===== src/rtl/uart_gpio_wrapper.sv =====
// uart_gpio_wrapper: UART program loader into instruction memory, then sensor-driven alarm GPIO
module uart_gpio_wrapper #(
  parameter int CLK_HZ    = 50000000,
  parameter int BIT_RATE  = 9600,
  parameter int MEM_WORDS = 64
) (
  input  logic       clk,
  input  logic       rst,
  input  logic       uart_rxd,
  input  logic       uart_rx_en,
  input  logic [1:0] input_gpio_pins,
  output logic       uart_rx_break,
  output logic       uart_rx_valid,
  output logic [7:0] uart_rx_data,
  output logic [1:0] output_gpio_pins,
  output logic       write_done
);
  localparam int CPB  = CLK_HZ / BIT_RATE;
  localparam int HALF = CPB / 2;
  localparam int CW   = $clog2(CPB);
  localparam int AW   = $clog2(MEM_WORDS + 1);
  localparam int IW   = $clog2(MEM_WORDS);
  localparam logic [1:0] IDLE = 2'd0, START = 2'd1, DATA = 2'd2, STOP = 2'd3;
  logic [1:0]    state;
  logic [CW-1:0] cnt;
  logic [2:0]    bit_idx;
  logic          sampled;
  logic          bit_end;
  logic [1:0]    byte_cnt;
  logic [23:0]   word;
  logic [31:0]   full;
  logic [AW-1:0] addr;
  logic          mark;
  logic          store;
  logic [1:0]    sync1, sync2;
  logic [31:0]   mem [MEM_WORDS];
  logic          unused_bits;
  assign bit_end = cnt == CW'(CPB - 1);
  assign full = {uart_rx_data, word};
  assign store = uart_rx_valid && !write_done && byte_cnt == 2'd3;
  assign unused_bits = ^{sync2[0], mem[0]};
  always_ff @(posedge clk or posedge rst) begin
    if (rst) begin
      state <= IDLE;
      cnt <= '0;
      bit_idx <= '0;
      sampled <= 1'b0;
      uart_rx_data <= '0;
      uart_rx_valid <= 1'b0;
      uart_rx_break <= 1'b0;
    end else begin
      uart_rx_valid <= 1'b0;
      uart_rx_break <= 1'b0;
      case (state)
        IDLE: begin
          cnt <= '0;
          bit_idx <= '0;
          sampled <= 1'b0;
          if (uart_rx_en && !uart_rxd) state <= START;
        end
        START: begin
          if (cnt == CW'(HALF - 1)) begin
            cnt <= '0;
            state <= uart_rxd ? IDLE : DATA;
          end else cnt <= cnt + 1'b1;
        end
        DATA: begin
          if (bit_end) begin
            cnt <= '0;
            uart_rx_data <= {uart_rxd, uart_rx_data[7:1]};
            bit_idx <= bit_idx + 1'b1;
            if (bit_idx == 3'd7) state <= STOP;
          end else cnt <= cnt + 1'b1;
        end
        default: begin
          // after the stop sample, linger until the line is idle again
          if (sampled) begin
            if (uart_rxd) state <= IDLE;
          end else if (bit_end) begin
            sampled <= 1'b1;
            uart_rx_valid <= uart_rxd;
            uart_rx_break <= !uart_rxd && uart_rx_data == 8'h00;
          end else cnt <= cnt + 1'b1;
        end
      endcase
    end
  end
  always_ff @(posedge clk or posedge rst) begin
    if (rst) begin
      byte_cnt <= '0;
      word <= '0;
      addr <= '0;
      mark <= 1'b0;
      write_done <= 1'b0;
    end else begin
      mark <= 1'b0;
      write_done <= write_done | mark;
      if (uart_rx_valid && !write_done) begin
        if (byte_cnt == 2'd3) begin
          mark <= &full;
          if (addr != AW'(MEM_WORDS)) addr <= addr + 1'b1;
        end else word[8*byte_cnt +: 8] <= uart_rx_data;
        byte_cnt <= byte_cnt + 1'b1;
      end
    end
  end
  always_ff @(posedge clk) begin
    if (store && addr != AW'(MEM_WORDS)) mem[addr[IW-1:0]] <= full;
  end
  always_ff @(posedge clk or posedge rst) begin
    if (rst) begin
      sync1 <= '0;
      sync2 <= '0;
      output_gpio_pins <= '0;
    end else begin
      sync1 <= input_gpio_pins;
      sync2 <= sync1;
      output_gpio_pins <= write_done ? {2{sync2[1]}} : 2'b00;
    end
  end
endmodule


===== config.mk =====
export PLATFORM = sky130hd
export DESIGN_NAME = uart_gpio_wrapper
export DESIGN_NICKNAME = d
export VERILOG_FILES = /design/src/rtl/uart_gpio_wrapper.sv
export SDC_FILE = /design/constraint.sdc
export NUM_CORES = 1
export LEC_CHECK = 0
export ABC_CLOCK_PERIOD_IN_PS = 5450
export BUFFER_PORTS_ARGS = -buffer_cell sky130_fd_sc_hd__buf_2
export CORE_UTILIZATION = 55
export CTS_CLUSTER_SIZE = 40
export DETAILED_ROUTE_END_ITERATION = 12
export GPL_TIMING_DRIVEN = 0
export PLACE_DENSITY = 0.73
export SLEW_MARGIN = 0
export SYNTH_ARGS = -nofsm -noshare
export SYNTH_HDL_FRONTEND = slang
export SYNTH_SLANG_ARGS = --single-unit

===== constraint.sdc =====
create_clock -name clk -period 5.45 [get_ports clk]
set_input_delay 1.09 -clock clk [delete_from_list [all_inputs] [get_ports clk]]
set_output_delay 1.09 -clock clk [all_outputs]
set_load 0.05 [all_outputs]

### After elaboration in Yosys (flattened, before gate mapping)

Cells that the tools add are included.

* add/sub/neg operators: 4
* eq/ne operators: 12
* shifts and indexed selects: 2
* multiplexer cells: 28
* bitwise logic cells: 2
* reductions and logical operators: 18

Operators by type and width (number)
* 2-to-1 mux 13 bit: 4
* one-hot mux 13 bit (3 select lines): 1
* negation 5 -> 34 bit: 1
* variable shift 8 x 34 -> 24 bit, first input constant: 1
* variable part select 8 x 34 -> 24 bit: 1
* AND reduction 32 bit: 1
* bitwise mux 24 bit: 1
* 2-to-1 mux 2 bit: 8
* adder 13 x 1 -> 13 bit, second input constant: 1
* == test 13 x 12 -> 1 bit, second input constant: 1
* == test 13 bit, second input constant: 1
* 2-to-1 mux 1 bit: 10
* logical NOT 8 bit: 1
* != test 2 bit, second input constant: 4
* != test 4 x 1 -> 1 bit, second input constant: 2
* AND reduction 2 bit: 4
* nonzero test 4 bit: 2
* one-hot mux 2 bit (3 select lines): 1
* one-hot mux 3 bit (2 select lines): 1
* AND reduction 6 bit: 1
* == test 2 bit, second input constant: 2
* adder 3 x 1 -> 3 bit, second input constant: 1
* == test 3 bit, second input constant: 1
* logical AND 1 bit: 3
* 11 further kinds: 12

* register bits after elaboration: 63
* bits of input ports: 6
* output and inout port bits: 13
* word-level logic and storage cells: 80

### Longest topological paths before layout

* word-level depth: 5
* depth in mapped cells: 7
* mapped depth without buffers: 7

### Worst setup path after synthesis

Ideal clock, no wire load.

* path type: input-to-reg
* from: in uart_rxd
* to: reg state[1]
* library setup time: 0.133 ns
* arrival: 1.864 ns
* data required time: 5.317 ns
* setup slack: 3.453 ns
* stages: 5
* buffers on the path: 0
* path through: nand2b_1 a2bb2oi_1 nand2_1 o31ai_2 o41ai_2

* cells in the longest elaborated chain, start to end: 4
* elaborated cells between the ends (all ways): 8
* classes of those cells: 1 x eq/ne; 3 x mux; 4 x reduce/logical

RTL lines
* from (decl): RTL line 9 `input logic uart_rxd,`
* logical NOT 1 bit: RTL line 59 `if (uart_rx_en && !uart_rxd) state <= START;`
* logical AND 1 bit: RTL line 59
* != test 2 bit (no source line)
* AND reduction 6 bit (no source line)
* to (signal assigned): RTL line 64 `state <= uart_rxd ? IDLE : DATA;`
* to (decl): RTL line 24 `logic [1:0] state;`

Several ways; a longest one is shown, not always the timed one. The select of a mux whose other input is x is not followed.
A chain may end at the register's enable or synchronous reset.

### Worst setup path after layout

* from: reg uart_rx_data[4]
* to: out uart_rx_data[4]

RTL lines
* from (decl): RTL line 14 `output logic [7:0] uart_rx_data,`
* from (signal assigned): RTL line 70 `uart_rx_data <= {uart_rxd, uart_rx_data[7:1]};`

No word-level cell between the ends.

==> key figures <==
Placement
  • GPL Wtd Cong: 0.818
  • HPWL after DPL: 4390 um
  • Port bufs: 17

Routing
  • Routed wire length: 6170 um
  • Wirelength per Cell: 15.3 um
  • Via density: 5.63
  • Detail Route Antenna Nets: 0
  • Drt first pass iters: 4
  • DRC Markers: 0
  • Via count: 2265
  • DR iter-0 viols: 168

Floorplan
  • Rows: 26
  • Die X: 76.0 um
  • CORE AREA: 5170 um2
  • Initial Utilization: 58.2%
  • Die area: 5770 um2
  • Num ports: 19
  • Die height: 76.0 um

Pwr
  • Worst VDD drop: 0.000271 V
  • Pwr dens: 355 nW/um2
  • Total Power: 1.22 mW
  • Leak: 1.55 nW

Worst setup path
  • CP Max Fanout: 8
  • Crit Path Class: flip-flop to primary output
  • CP Capture Type: primary output
  • CP max stage cell: dfrtp_1
  • Delay-heaviest family, CP: flip-flops
  • Worst Path Arrival: 1.20 ns
  • WP buf/inv: 1
  • Critical Path, Cell by Cell: buf_2
  • Startpoint Class: flip-flop
  • Crit path required time: 4.36 ns
  • Max stage delay on crit path: 0.53 ns

Clocking
  • CTS buffer count: 9
  • Max Root-Sink Buffers: 2
  • TritonCTS Sinks: 60
  • Hold-fix buffers, CTS: 0
  • Clock root cell: clkbuf_8
  • Worst skew pair latency: 0.33 ns
  • CTS resizes: 0
  • CTS tree: done
  • Clk pin slew, worst setup/hold paths: 0.07 ns
  • Setup Fix Bufs, Post-CTS: 0
  • CTS H-tree lvls: 3

Logic synthesis
  • Number of flops mapped to enable cells by yosys: 0
  • Fraction of registers with async set or reset after synthesis: 100%
  • Synth Warn #: 0
  • Main synth FF type: dfrtp_1
  • Syn Nets: 317
  • Synth unique cells: 54
  • Syn Std Cell Area: 3010 um2
  • Syn Area/Cell: 10.1 um2
  • Sequential share of the synthesized area: 49.9%
  • Post-synthesis instance total: 299
  • Synthesized flop and latch total: 60

Timing
  • Crit share post-route: 42.1%
  • Max Transition Viols Final: 0
  • Setup TNS: 0 ns
  • RSZ-0062 raised after global routing: false
  • Max Freq: 0.436 GHz
  • Final hold vios: 0
  • Setup violators final: 0
  • Least-Margin Pin Slew: 1.02 ns
  • Tmin final: 2.29 ns
  • Fin Clk Skew: 0.00722 ns
  • Slew headroom: 31.8%

Status
  • Status: completed

Cells and area
  • Commonest cells after routing, fill and taps aside: nand2_1, dfrtp_1, o21ai_0, buf_2, nor2_1
  • Filler cell count: 431
  • N_diodes: 0
  • Final nets: 346
  • Synth-to-Final Area Change: 13.8%
  • Layout cell share with drive strength beyond 1: 17.8%
  • Commonest non-fill, non-tap cell in the layout: nand2_1

Global route
  • Tot GR Track Use: 23.5%
  • First-pass GRT wire length: 10500 um
  • Largest net degree at the start of global routing: 39
  • Initial antenna violation count: 0
  • GRT Residual Overflow: 0
  • Vias in the first global route: 2231

Min path
  • Hold crit path type: flip-flop to flip-flop

Run
  • Max_cap viols: 0
## final timing paths
kind	from	end	slack [ns]	depth (start not counted)
min	sync1[1]	sync2[1]	0.35	0
max in group asynchronous	rst	word[4]	4.11	3
min in group asynchronous	rst	cnt[0]	0.78	2
max	uart_rx_data[4]	uart_rx_data[4]	3.16	1
max reg2reg	byte_cnt[0]	word[3]	3.22	5
min reg2reg	sync1[1]	sync2[1]	0.35	0
## kinds of logic (layout without fill, tap and decap cells)
group	after synthesis	in the layout	share of synthesized area, %
muxes	9	9	3.33
AOI/OAI and AO/OA	59	59	14.2
xor gates and xnor gates	8	8	2.33
DFF	60	60	49.9
and+or+nand+nor	129	129	22.0
buffers and inverters	22	55	3.28
adders and majority gates	12	12	4.99
## where the power goes
group	internal [mW]	switching [mW]	total (mW)
clock network	0.279	0.170	0.449
logic	0.100	0.185	0.285
registers	0.463	0.0191	0.482
## flip-flops by register name, indices dropped and copies added, names as in the netlist
signal	count
uart_rx_break	1
word	24
sampled	1
uart_rx_valid	1
sync1	1
uart_rx_data	8
mark	1
byte_cnt	2
bit_idx	3
write_done	1
state	2
output_gpio_pins	1
cnt	13
sync2	1
## layer usage
metal / part of all wire, % / wire, um / vias up / GRT usage (%)
met5: 0 / 0 / - / 0
met4: 1.8 / 110 / 0 / 8.85
met3: 3.1 / 192 / 13 / 6.02
met2: 50 / 3050 / 41 / 39.0
met1: 46 / 2810 / 1106 / 29.7
li1: - / - / 1105 / -
## per-stage QoR
stage / hold slack, ns / setup WS (ns) / cell area [um2] / utilization (%) / std cells
6_report: 0.349 / 3.16 / 3430 / 66.2 / 402
3_5_place_dp: 0.335 / 3.20 / 3200 / 61.9 / 387
2_1_floorplan: 0.331 / 2.88 / 3010 / - / 299
4_1_cts: 0.350 / 3.16 / 3430 / 66.2 / 402
5_1_grt: 0.370 / 3.06 / 3430 / 66.2 / 402
3_3_place_gp: 0.335 / 2.15 / 3180 / 61.5 / 386
## cells in the mapped netlist (all sizes together), types with 2 or more instances
library cell  instances  area share, %
a21oi                 2           0.33
nor4                  5            1.0
and4bb                2           0.96
a2111oi               2            1.0
o31ai                 5            1.6
and2                  3           0.62
nor3                  4            1.0
a2bb2oi               2           0.79
clkbuf                6           0.75
nand4                 9            1.9
mux2                  8            3.0
o2bb2ai               3           0.87
nand2b                5            1.3
buf                   4            1.0
dfrtp                60             50
xnor2                 7            2.0
ha                   12            5.0
o21ai                36            6.6
a211oi                3           0.75
and4                  3           0.96
inv                  12            1.5
nand3                 6            1.0
nor2                 14            1.7
nor3b                 2           0.67
nand2                69            8.9
## area by class of cell
| class | count | area [um2] | area share (%) |
|---|---|---|---|
| Buffer | 10 | 53.8 | 1.57 |
| Clock buffer | 11 | 151 | 4.42 |
| Clock inverter | 4 | 72.6 | 2.12 |
| Inverter | 12 | 45.0 | 1.31 |
| Multi-Input combinational cell | 217 | 1410 | 41.1 |
| Sequential cell | 60 | 1500 | 43.8 |
| Tap cell | 70 | 87.6 | 2.56 |
| Timing Repair Buffer | 18 | 105 | 3.07 |
(Power assumes the default switching activity.)
